===== src/rtl/num_data.v =====
// Shared numeric format for the layer datapath: activation width and derived constants.
`ifndef NUM_DATA_V
`define NUM_DATA_V

`define DATA_LEN 16
`define PHASE_W 3
`define ACT_MAX ((1 << (`DATA_LEN - 1)) - 1)

`endif


===== src/rtl/channel_accum_pkg.sv =====
// Shared types, widths and helpers for the per-channel accumulator.
package channel_accum_pkg;

`include "num_data.v"

   localparam int unsigned DATA_LEN = `DATA_LEN;
   localparam int unsigned PHASE_W  = `PHASE_W;
   localparam int unsigned ACT_MAX  = `ACT_MAX;

   // Outcome of one cycle of the phase check.
   typedef enum logic [1:0] {
      PhIdle,
      PhMatch,
      PhRestart,
      PhReject
   } phase_evt_e;

   function automatic phase_evt_e classify_phase(input logic accept,
                                                 input logic [PHASE_W-1:0] phase,
                                                 input logic [PHASE_W-1:0] expected);
      phase_evt_e evt;
      if (!accept) begin
         evt = PhIdle;
      end else if (phase == expected) begin
         evt = PhMatch;
      end else if (phase == '0) begin
         evt = PhRestart;
      end else begin
         evt = PhReject;
      end
      return evt;
   endfunction

endpackage


===== src/rtl/channel_accum_relu.sv =====
// Combinational ReLU plus upper clamp from a signed accumulator to an activation word.
module relu_sat
   import channel_accum_pkg::*;
#(
   parameter int unsigned ACC_W = DATA_LEN + 4,
   parameter int unsigned OUT_W = DATA_LEN
) (
   input  logic signed [ACC_W-1:0] sum,
   output logic        [OUT_W-1:0] act
);

   localparam logic signed [ACC_W-1:0] SAT_MAX = ACC_W'((1 << (OUT_W - 1)) - 1);

   always_comb begin
      act = sum[OUT_W-1:0];
      if (sum[ACC_W-1]) begin
         act = '0;
      end else if (sum > SAT_MAX) begin
         act = {1'b0, {(OUT_W-1){1'b1}}};
      end
   end

endmodule


===== src/rtl/channel_accum.sv =====
// Sums NPHASE partial dot products for one output channel, adds bias, applies ReLU/saturation
// and holds the activation in a one-entry valid/ready output register.
module channel_accum
   import channel_accum_pkg::*;
#(
   parameter int unsigned NPHASE = 6,
   parameter int unsigned ACC_W  = DATA_LEN + 4
) (
   input  logic                       clk,
   input  logic                       rst,
   input  logic                       in_valid,
   input  logic        [PHASE_W-1:0]  phase,
   input  logic signed [DATA_LEN-1:0] d,
   input  logic signed [DATA_LEN-1:0] bias,
   input  logic                       out_ready,
   output logic                       out_valid,
   output logic        [DATA_LEN-1:0] q,
   output logic                       seq_err,
   output logic                       ovf_err
);

   localparam logic [PHASE_W-1:0] LAST_PH = PHASE_W'(NPHASE - 1);

   logic                       in_valid_d;
   logic                       accept;
   logic signed [ACC_W-1:0]    acc;
   logic signed [ACC_W-1:0]    acc_next;
   logic signed [ACC_W-1:0]    d_ext;
   logic signed [ACC_W-1:0]    bias_ext;
   logic signed [ACC_W-1:0]    sum;
   logic        [PHASE_W-1:0]  exp_ph;
   logic        [PHASE_W-1:0]  exp_next;
   logic                       seq_set;
   logic                       done;
   logic                       s2_valid;
   logic        [DATA_LEN-1:0] act;
   phase_evt_e                 evt;

   assign d_ext    = {{(ACC_W-DATA_LEN){d[DATA_LEN-1]}}, d};
   assign bias_ext = {{(ACC_W-DATA_LEN){bias[DATA_LEN-1]}}, bias};

   // A held in_valid level counts once: only its rising edge carries a partial.
   assign accept = in_valid & ~in_valid_d;
   assign evt    = classify_phase(accept, phase, exp_ph);

   always_comb begin
      acc_next = acc;
      exp_next = exp_ph;
      seq_set  = 1'b0;
      done     = 1'b0;
      unique case (evt)
         PhMatch: begin
            if (exp_ph == LAST_PH) begin
               done     = 1'b1;
               acc_next = '0;
               exp_next = '0;
            end else begin
               acc_next = acc + d_ext;
               exp_next = exp_ph + 1'b1;
            end
         end
         PhRestart: begin
            seq_set  = 1'b1;
            acc_next = d_ext;
            exp_next = PHASE_W'(1);
         end
         PhReject: begin
            seq_set = 1'b1;
         end
         default: ;
      endcase
   end

   relu_sat #(
      .ACC_W(ACC_W),
      .OUT_W(DATA_LEN)
   ) u_relu_sat (
      .sum(sum),
      .act(act)
   );

   always_ff @(posedge clk) begin
      if (rst) begin
         in_valid_d <= 1'b0;
         acc        <= '0;
         exp_ph     <= '0;
         sum        <= '0;
         s2_valid   <= 1'b0;
         out_valid  <= 1'b0;
         q          <= '0;
         seq_err    <= 1'b0;
         ovf_err    <= 1'b0;
      end else begin
         in_valid_d <= in_valid;
         acc        <= acc_next;
         exp_ph     <= exp_next;
         s2_valid   <= done;
         if (done) begin
            sum <= acc + d_ext + bias_ext;
         end
         if (seq_set) begin
            seq_err <= 1'b1;
         end
         // A full register with no transfer this cycle cannot take the new result.
         if (s2_valid) begin
            if (out_valid && !out_ready) begin
               ovf_err <= 1'b1;
            end else begin
               q         <= act;
               out_valid <= 1'b1;
            end
         end else if (out_valid && out_ready) begin
            out_valid <= 1'b0;
         end
      end
   end

endmodule

===== config.mk =====
export PLATFORM = sky130hd
export DESIGN_NAME = channel_accum
export DESIGN_NICKNAME = d
export VERILOG_FILES = /design/src/rtl/channel_accum_pkg.sv /design/src/rtl/channel_accum_relu.sv /design/src/rtl/channel_accum.sv
export VERILOG_INCLUDE_DIRS = /design/src /design/src/rtl
export SDC_FILE = /design/constraint.sdc
export NUM_CORES = 1
export LEC_CHECK = 0
export BUFFER_PORTS_ARGS = -buffer_cell sky130_fd_sc_hd__buf_2
export CORE_MARGIN = 2
export CORE_UTILIZATION = 35
export DETAILED_ROUTE_END_ITERATION = 12
export SYNTH_ARGS = -nofsm -noshare
export SYNTH_HDL_FRONTEND = slang
export SYNTH_HIERARCHICAL = 1
export SYNTH_SLANG_ARGS = --single-unit
export TNS_END_PERCENT = 30

===== constraint.sdc =====
create_clock -name clk -period 5.1 [get_ports clk]
set_input_delay 0.765 -clock clk [delete_from_list [all_inputs] [get_ports clk]]
set_output_delay 0.765 -clock clk [all_outputs]
set_load 0.02 [all_outputs]

==> results of run 1 <==
worst register-to-register path, stage by stage, from the launching register on:
cell     delay, ns
dfxtp_1       0.32
ha_1          0.21
fa_1          0.41
a21o_1        0.17
a21oi_1       0.22
o32ai_2       0.14
a41oi_1       0.31
nand2_1       0.11
xnor2_1       0.21
ha_1          0.31
a21o_1        0.24
a21oi_4       0.18
nand3_1       0.15
o21a_2        0.16
and2_4        0.16
o311a_1       0.33
or4b_1        0.50
nand3_1       0.09
power groups by stage:
stage	Clock (uW)	Combinational (uW)	Sequential (uW)
floorplan	0	755	560
global placement	0	922	562
detailed placement	0	940	564
CTS	645	947	553
global route	669	1070	558
finish	626	956	553
stage by stage:
| step | cells | power, uW | hold WS, ns | utilization [%] |
|---|---|---|---|---|
| CTS | 807 | 2140 | 0.453 | 41.6 |
| global route | 807 | 2290 | 0.465 | 41.6 |
| finish | 807 | 2130 | 0.450 | 41.6 |
| detailed placement | 791 | 1500 | 0.446 | 39.2 |
| global placement | 791 | 1480 | 0.441 | 39.2 |
| floorplan | 588 | 1310 | 0.432 | - |
synthesized netlist by cell type (5+ instances only):
library cell / n / area, sq um
clkbuf_1: 23 / 86.3
xnor2_1: 17 / 149
a21o_1: 19 / 143
a221oi_1: 11 / 96.3
inv_1: 36 / 135
a22oi_1: 7 / 52.6
nand2_1: 66 / 248
ha_1: 42 / 526
nand3_1: 12 / 60.1
nand3b_1: 6 / 45.0
nand2b_1: 6 / 37.5
o21ai_0: 13 / 65.1
a21oi_1: 75 / 375
nor2b_1: 14 / 87.6
xor2_1: 13 / 114
nor3_1: 21 / 105
nand4_1: 5 / 31.3
a211oi_1: 6 / 45.0
o21ai_1: 6 / 30.0
dfxtp_1: 64 / 1280
and2_1: 5 / 31.3
nor2_1: 49 / 184
cell usage in the layout (no fill, tap or decap), types with 4 or more instances in the layout:
cell type,netlist,layout
a21o_1,19,19
a211oi_1,6,6
a221oi_1,11,11
nand2b_1,6,6
nand3_1,12,12
o21ai_0,13,13
nor2_1,49,48
or3_1,4,4
a21oi_1,75,75
nand4_1,5,5
nor4_1,4,4
nand2_1,66,66
nor3_1,21,21
nor2b_1,14,14
o31ai_1,4,4
a22oi_1,7,7
nand3b_1,6,6
o21ai_1,6,6
dfxtp_1,64,64
ha_1,42,42
xor2_1,13,13
and2_1,5,5
buf_2,0,57
inv_1,36,36
a211o_1,4,4
xnor2_1,17,17
clkbuf_16,0,9
cell type report:
cell class                 instances  share of cell area (%)
timing repair buffer              59                    5.72
clock buffer                      10                    4.55
sequential                        64                    24.4
inverter                          36                    2.57
multi-input combinational        460                    57.4
tap                              172                    4.10
clock inverter                     6                    1.29
path summary, 6_finish.rpt:
kind	from	endpoint	slack [ns]	depth (start not counted)
worst max-delay path	d[0]	sum[19]	0.59	18
worst max register to register	acc[0]	sum[19]	0.83	17
worst min register to register	q[1]	q[1]	0.45	2
worst min-delay path	q[1]	q[1]	0.45	2
logic make-up after synthesis:
| family | count (synthesis) |
|---|---|
| AND/OR/NAND/NOR | 207 |
| AO/OA/AOI/OAI | 176 |
| flip-flops | 64 |
| buffers and inverters | 64 |
| adder cells (fa/ha/maj) | 44 |
| XOR/XNOR | 30 |
| multiplexers | 2 |
| other | 1 |
state kept, by name (all words and copies together) (netlist names):
name / count
exp_ph: 3
q: 16
s2_valid: 1
seq_err: 1
acc: 20
in_valid_d: 1
ovf_err: 1
out_valid: 1
sum: 20
metal layers:
layer / GRT usage (%) / routed length, um
met1: 21.2 / 5410
met2: 27.6 / 5180
met3: 3.49 / 363
met4: 7.61 / 291
met5: 0 / 0
==> impl_metrics.json, run 1 <==
{
  "outcome": "finished clean",
  "grt_pass1_vias": 4095,
  "hp-class": "flop to flop",
  "dp_hpwl_mm": 8.49,
  "syn_area_sq_um": 4540,
  "ys_ff_latch": 64,
  "setup_viol": 0,
  "crit_path_max_fanout": 5,
  "core_region_area_sq_um": 12600,
  "crit_path_end_kind": "flop",
  "worstPathCellList": "buf_2 > ha_1 > fa_1 > a21o_1 > a21oi_1 > o32ai_2 > a41oi_1 > nand2_1 > xnor2_1 > ha_1 > a21o_1 > a21oi_4 > nand3_1 > o21a_2 > and2_4 > o311a_1 > or4b_1 > nand3_1",
  "grt_max_degree": 57,
  "drive_gt1_share_pct": 13.9,
  "dr.pass1.iters": 4,
  "drt-initial-drc-count": 168,
  "wl_per_cell_um": 13.9,
  "fin_crit_ns": 4.51,
  "routed_via_density": 5.18,
  "n_fill_cell": 1323,
  "final-seq-area_sq_um": 1280,
  "synthDistinctLibCells": 63,
  "cp.required_ns": 5.37,
  "cp_slowest_stage_delay_ns": 0.50,
  "cts.htree.levels": 3,
  "switchingPower_uw": 799,
  "synthXorXnorAreaFrac_pct": 5.79,
  "antenna_found_initial": 0,
  "syn_area_per_cell_sq_um": 7.72,
  "rows": 41,
  "syn_nets": 671,
  "grt_pass1_wl_mm": 19.2,
  "ir_drop_mv": 0.195,
  "cts-root-buf": "clkbuf_16",
  "rsz0062_at_grt": "no",
  "synthFlopType": "dfxtp_1",
  "multiInputGateArea_sq_um": 3010,
  "cap_violations": 0,
  "post-cts-setup-buffers": 0,
  "die_w_um": 118,
  "sw_frac_of_total_pct": 37.4,
  "post-place-ws_ns": 0.260,
  "dr_total_vias": 4178,
  "fin_area_sq_um": 5250,
  "layout_setup_ws_ns": 0.588,
  "fin_skew_ns": 0.00617,
  "numClockSinks": 64,
  "postRouteAntennaNets": 0,
  "synth_top_family_by_area": "compound AO/OA/AOI/OAI gates",
  "clockPowerShare_pct": 29.3,
  "synth_cells": 588,
  "relSlewSlack_pct": 19.5,
  "power_density_nw_per_um2": 407,
  "leakage_uw": 0.00227,
  "clk_pin_slew_ns": 0.05,
  "async_flop_share_pct": 0,
  "cts_buffers": 9,
  "synth_edf_count": 0,
  "grtUsageTotal_pct": 16.8,
  "fin_tns_setup_ns": 0,
  "yosys.area_share.adder_pct": 12.5,
  "clockBufferDepth": 2,
  "die_area_sq_um": 13900,
  "intPower_uw": 1340,
  "slew_viol_final": 0,
  "fmax_ghz": 0.222,
  "placed_cell_area_sq_um": 4940,
  "ioPinCount": 58,
  "yosys-mux-area-fraction_pct": 0.441,
  "synthSimpleGateAreaFrac_pct": 22.3,
  "seq_area_frac_synth_pct": 28.2,
  "final_nets": 713,
  "yosysWarnings": 6,
  "tightest_slew_ns": 1.21,
  "synthToLayoutAreaGrowth_pct": 15.6,
  "power_frac_comb_pct": 44.8,
  "diodes": 0,
  "routed_wl_mm": 11.2,
  "cts_tree": "built",
  "seqPwrFrac_pct": 25.9,
  "cp_num_buf_inv": 1,
  "ctsResizeCount": 0,
  "overflow": 0,
  "start_kind": "primary input",
  "port_buffers": 57,
  "worst-setup-path-type": "primary input to flop",
  "crit_family": "compound AO/OA/AOI/OAI gates",
  "slowest_stage": "or4b_1",
  "die_h_um": 118,
  "insertion_delay_ns": 0.33,
  "initial_core_util_pct": 36.0,
  "cp_data_arrival_time_ns": 4.78,
  "hold_viol": 0,
  "cts_hold_buffers": 0,
  "gp_congestion": 0.961,
  "synth-compound-area-share_pct": 25.2,
  "route.detailed.drc": 0,
  "min_period_over_period_pct": 88.5
}
(Power assumes the default switching activity.)
==> run 2: changes to the inputs <==
--- a/config.mk
+++ b/config.mk
@@ -8,8 +8,9 @@
 export LEC_CHECK = 0
 export BUFFER_PORTS_ARGS = -buffer_cell sky130_fd_sc_hd__buf_2
 export CORE_MARGIN = 2
-export CORE_UTILIZATION = 35
+export CORE_UTILIZATION = 45
 export DETAILED_ROUTE_END_ITERATION = 12
+export MAX_ROUTING_LAYER = met4
 export SYNTH_ARGS = -nofsm -noshare
 export SYNTH_HDL_FRONTEND = slang
 export SYNTH_HIERARCHICAL = 1
==> impl_metrics.json, run 2 (synthesis gave the netlist of run 1 again) <==
{
  "outcome": "finished clean",
  "overflow": 0,
  "cp_slowest_stage_delay_ns": 0.51,
  "synthToLayoutAreaGrowth_pct": 13.5,
  "start_kind": "primary input",
  "gp_congestion": 0.884,
  "clk_pin_slew_ns": 0.08,
  "routed_via_density": 5.44,
  "clockBufferDepth": 2,
  "hp-start": "q[8]",
  "dr.pass1.iters": 4,
  "core_region_area_sq_um": 9770,
  "cts_buffers": 9,
  "cap_violations": 0,
  "dp_hpwl_mm": 8.31,
  "r2r_slack_ns": 0.85,
  "port_buffers": 57,
  "grt_max_degree": 41,
  "grt_pass1_vias": 4184,
  "leakage_uw": 0.00226,
  "worst_hold_path.endpoint": "q[8]",
  "die_h_um": 104,
  "rsz0062_at_grt": "no",
  "whs_path_depth": 2,
  "ioPinCount": 58,
  "multiInputGateArea_sq_um": 3010,
  "dr_total_vias": 4184,
  "wl_per_cell_um": 14.2,
  "ctsResizeCount": 0,
  "cp_data_arrival_time_ns": 4.75,
  "dp.cells": 753,
  "route.detailed.drc": 0,
  "cp.required_ns": 5.37,
  "numClockSinks": 64,
  "finalNonFillerCells": 769,
  "fin_tns_setup_ns": 0,
  "crit_path_end_kind": "flop",
  "drive_gt1_share_pct": 14.0,
  "grtUsageTotal_pct": 21.6,
  "cts_hold_buffers": 0,
  "postRouteAntennaNets": 0,
  "worst-setup-path-type": "primary input to flop",
  "initial_core_util_pct": 46.5,
  "antenna_found_initial": 0,
  "power_density_nw_per_um2": 400,
  "drt-initial-drc-count": 133,
  "worstPathCellList": "buf_2 > ha_1 > fa_1 > a21o_1 > a21oi_1 > o32ai_2 > a41oi_1 > nand2_1 > xnor2_1 > ha_1 > a21o_1 > a21oi_4 > nand3_1 > o21a_2 > and2_4 > o311a_1 > or4b_1 > nand3_1",
  "final-seq-area_sq_um": 1280,
  "die_w_um": 104,
  "worstReg2RegEnd": "sum[19]",
  "ir_drop_mv": 0.188,
  "tightest_slew_ns": 0.953,
  "final_common_cell": "a21oi_1",
  "cts-root-buf": "clkbuf_8",
  "cts.htree.levels": 3,
  "die_area_sq_um": 10900,
  "fin_skew_ns": 0.00814,
  "fin_crit_ns": 4.47,
  "final_nets": 714,
  "hold_viol": 0,
  "post-place-ws_ns": 0.293,
  "diodes": 0,
  "top_regs": "acc: 20 flops, sum: 20 flops, q: 16 flops",
  "r2r-start": "acc[0]",
  "post-cts-setup-buffers": 0,
  "layout_common_cells": "a21oi_1 (75), nand2_1 (66), dfxtp_1 (64)",
  "slowest_stage": "or4b_1",
  "setup_viol": 0,
  "cts_tree": "built",
  "crit_path_max_fanout": 5,
  "slew_viol_final": 0,
  "rows": 36,
  "n_fill_cell": 996,
  "wl_met1_mm": 5.20,
  "min_period_over_period_pct": 87.7,
  "fmax_ghz": 0.224,
  "rr_worst_depth": 17,
  "layout_setup_ws_ns": 0.627,
  "insertion_delay_ns": 0.33,
  "top_layer": "met4",
  "routed-wl-met3_um": 342,
  "relSlewSlack_pct": 36.4,
  "grt_pass1_wl_mm": 19.0,
  "routed_wl_mm": 10.9,
  "wl_met2_mm": 5.26,
  "hp-class": "flop to flop"
}
==> run 2: changes by cell type in the layout (fill, tap and decap cells not counted) <==
cell | previous run | this run
clkbuf_8 | 1 | 10
clkbuf_16 | 9 | 0
buf_4 | 2 | 3
bufinv_16 | 1 | 3
clkinv_2 | 1 | 0
clkinvlp_4 | 2 | 1
==> run 2: worst max-delay path by stage <==
stage / start / to
after detailed placement: d[0] / sum[19]
final: d[0] / sum[19]
after floorplan: d[0] / sum[19]
after global routing: d[0] / sum[19]
after CTS: d[0] / sum[19]
after global placement: d[0] / sum[19]
==> run 2: power breakdown <==
part	switching, uW	leakage, uW	internal [uW]
Sequential	19.7	0.000521	533
Clock	213	0.000123	341
Combinational	548	0.00161	410
Total	781	0.00226	1280
==> run 2: routing by layer <==
metal  up-vias  global-route usage, %
met5         -                      -
met1      1923                   26.3
met4         0                   5.50
met2        71                   37.6
li1       2180                      -
met3        10                   3.01
==> run 2: layout make-up <==
type,instances,share of cell area [%]
clock buffer,10,2.67
clock inverter,6,2.23
inverter,36,2.62
multi-input combinational,460,58.4
sequential,64,24.9
tap,133,3.23
timing repair buffer,60,5.97
==> run 2: per-stage QoR <==
stage	total power (uW)	area, sq um	utilization [%]	hold slack (ns)
final	2060	5150	52.7	0.453
after global routing	2220	5150	52.7	0.471
after CTS	2080	5150	52.7	0.457
after detailed placement	1510	4900	50.2	0.446
after global placement	1490	4900	50.2	0.440
after floorplan	1310	4540	-	0.432
==> run 2: critical path, delay by kind of cell <==
family	cells	cell delay [ns]
buf+inv	1	0.11
compound gates	8	1.72
fa+ha+maj	3	0.94
simple gates	5	1.00
xor+xnor	1	0.21
==> run 3: changes to the inputs <==
--- a/config.mk
+++ b/config.mk
@@ -8,7 +8,7 @@
 export LEC_CHECK = 0
 export BUFFER_PORTS_ARGS = -buffer_cell sky130_fd_sc_hd__buf_2
 export CORE_MARGIN = 2
-export CORE_UTILIZATION = 45
+export CORE_UTILIZATION = 40
 export DETAILED_ROUTE_END_ITERATION = 12
 export MAX_ROUTING_LAYER = met4
 export SYNTH_ARGS = -nofsm -noshare
==> impl_metrics.json, run 3 (synthesis gave the netlist of run 1 again) <==
{
  "crit_path_max_fanout": 5,
  "worst-setup-path-type": "primary input to flop",
  "whs_path_depth": 2,
  "post-cts-setup-buffers": 0,
  "port_buffers": 57,
  "power_density_nw_per_um2": 406,
  "clk_pin_slew_ns": 0.05,
  "fin_crit_ns": 4.56,
  "grt_max_degree": 50,
  "slew_viol_final": 0,
  "gp_congestion": 0.876,
  "grt_pass1_vias": 3938,
  "core_region_area_sq_um": 11000,
  "start_kind": "primary input",
  "relSlewSlack_pct": 36.9,
  "insertion_delay_ns": 0.33,
  "grt_pass1_wl_mm": 18.6,
  "leakage_uw": 0.00227,
  "fin_area_sq_um": 5200,
  "tightest_slew_ns": 0.945,
  "cts_hold_buffers": 0,
  "die_h_um": 111,
  "rsz0062_at_grt": "no",
  "fin_skew_ns": 0.00851,
  "rows": 38,
  "outcome": "finished clean",
  "final-seq-area_sq_um": 1280,
  "route.detailed.drc": 0,
  "hold_viol": 0,
  "cp.required_ns": 5.37,
  "dr.pass1.iters": 4,
  "power_uw": 2110,
  "r2r_slack_ns": 0.77,
  "fmax_ghz": 0.219,
  "cap_violations": 0,
  "cts-root-buf": "clkbuf_16",
  "clockBufferDepth": 2,
  "ctsResizeCount": 0,
  "rr_worst_depth": 17,
  "wl_per_cell_um": 14.3,
  "drive_gt1_share_pct": 14.0,
  "overflow": 0,
  "cts.htree.levels": 3,
  "ioPinCount": 58,
  "worstReg2RegEnd": "sum[19]",
  "postRouteAntennaNets": 0,
  "final_nets": 714,
  "cts_tree": "built",
  "placed_cell_area_sq_um": 4910,
  "synthToLayoutAreaGrowth_pct": 14.5,
  "diodes": 0,
  "hp-class": "flop to flop",
  "routed_via_density": 5.45,
  "final_common_cell": "a21oi_1",
  "ir_drop_mv": 0.237,
  "die_w_um": 111,
  "routed_wl_mm": 11.1,
  "cts_buffers": 9,
  "multiInputGateArea_sq_um": 3010,
  "r2r-start": "acc[0]",
  "layout_common_cells": "a21oi_1 (75), nand2_1 (66), dfxtp_1 (64)",
  "numClockSinks": 64,
  "top_regs": "acc: 20 flops, sum: 20 flops, q: 16 flops",
  "die_area_sq_um": 12200,
  "crit_path_end_kind": "flop",
  "min_period_over_period_pct": 89.4,
  "drt-initial-drc-count": 173,
  "hp-start": "q[9]",
  "fin_tns_setup_ns": 0,
  "setup_viol": 0,
  "worst_hold_path.endpoint": "q[9]",
  "cp_data_arrival_time_ns": 4.83,
  "antenna_found_initial": 0,
  "dp_hpwl_mm": 8.54,
  "grtUsageTotal_pct": 18.9,
  "n_fill_cell": 1124,
  "initial_core_util_pct": 41.4,
  "dr_total_vias": 4230
}
run 3: cell types whose count changed in the layout (fill, tap and decap cells not counted), sizes merged:
cell,delta
inv,+1
clkinvlp,+1
bufinv,-3
clkbuf,+1
run 3: worst max path at each step:
stage          from       to  slack, ns  cells past startpoint
2_1_floorplan  d[0]  sum[19]       0.56                     17
3_3_place_gp   d[0]  sum[19]       0.37                     18
3_5_place_dp   d[0]  sum[19]       0.22                     18
4_1_cts        d[0]  sum[19]       0.56                     18
5_1_grt        d[0]  sum[19]       0.24                     18
6_report       d[0]  sum[19]       0.54                     18
run 3: layout make-up:
type,instances,share of cell area (%)
Clock inverter,5,0.722
Sequential cell,64,24.6
Clock buffer,11,4.86
Multi-Input combinational cell,460,57.9
Timing Repair Buffer,60,5.92
Inverter,36,2.60
Tap cell,140,3.37
run 3: metrics by stage:
stage / cells / utilization, % / worst slack [ns] / hold slack (ns)
after floorplan: 588 / - / 0.556 / 0.432
after global placement: 760 / 44.7 / 0.366 / 0.441
after detailed placement: 760 / 44.7 / 0.216 / 0.444
after CTS: 776 / 47.4 / 0.559 / 0.452
after global routing: 776 / 47.4 / 0.243 / 0.464
final: 776 / 47.4 / 0.540 / 0.448
run 3: worst max-delay path, stage by stage:
cell	delay [ns]
buf_2	0.11
ha_1	0.22
fa_1	0.41
a21o_1	0.17
a21oi_1	0.24
o32ai_2	0.15
o21ai_1	0.17
nand2_1	0.08
xor2_1	0.21
ha_1	0.33
a21o_1	0.22
or3_1	0.33
a21oi_2	0.13
o2111ai_1	0.19
and2_4	0.19
o311a_1	0.34
or4b_1	0.50
nand3_1	0.09
run 3: power breakdown:
group | switching, uW | total, uW | internal [uW] | leakage (uW)
Clock | 234 | 592 | 358 | 0.000139
Combinational | 554 | 964 | 410 | 0.00161
Sequential | 20.0 | 554 | 534 | 0.000521
Total | 808 | 2110 | 1300 | 0.00227
run 3: metal layers:
metal  track usage [%]  vias to the layer above  share of wire [%]
li1                  -                     2187                  -
met1              23.7                     1942                 48
met2              30.2                       86                 46
met3              4.45                       15                4.2
met4              6.25                        0                1.8
met5                 -                        -                  0
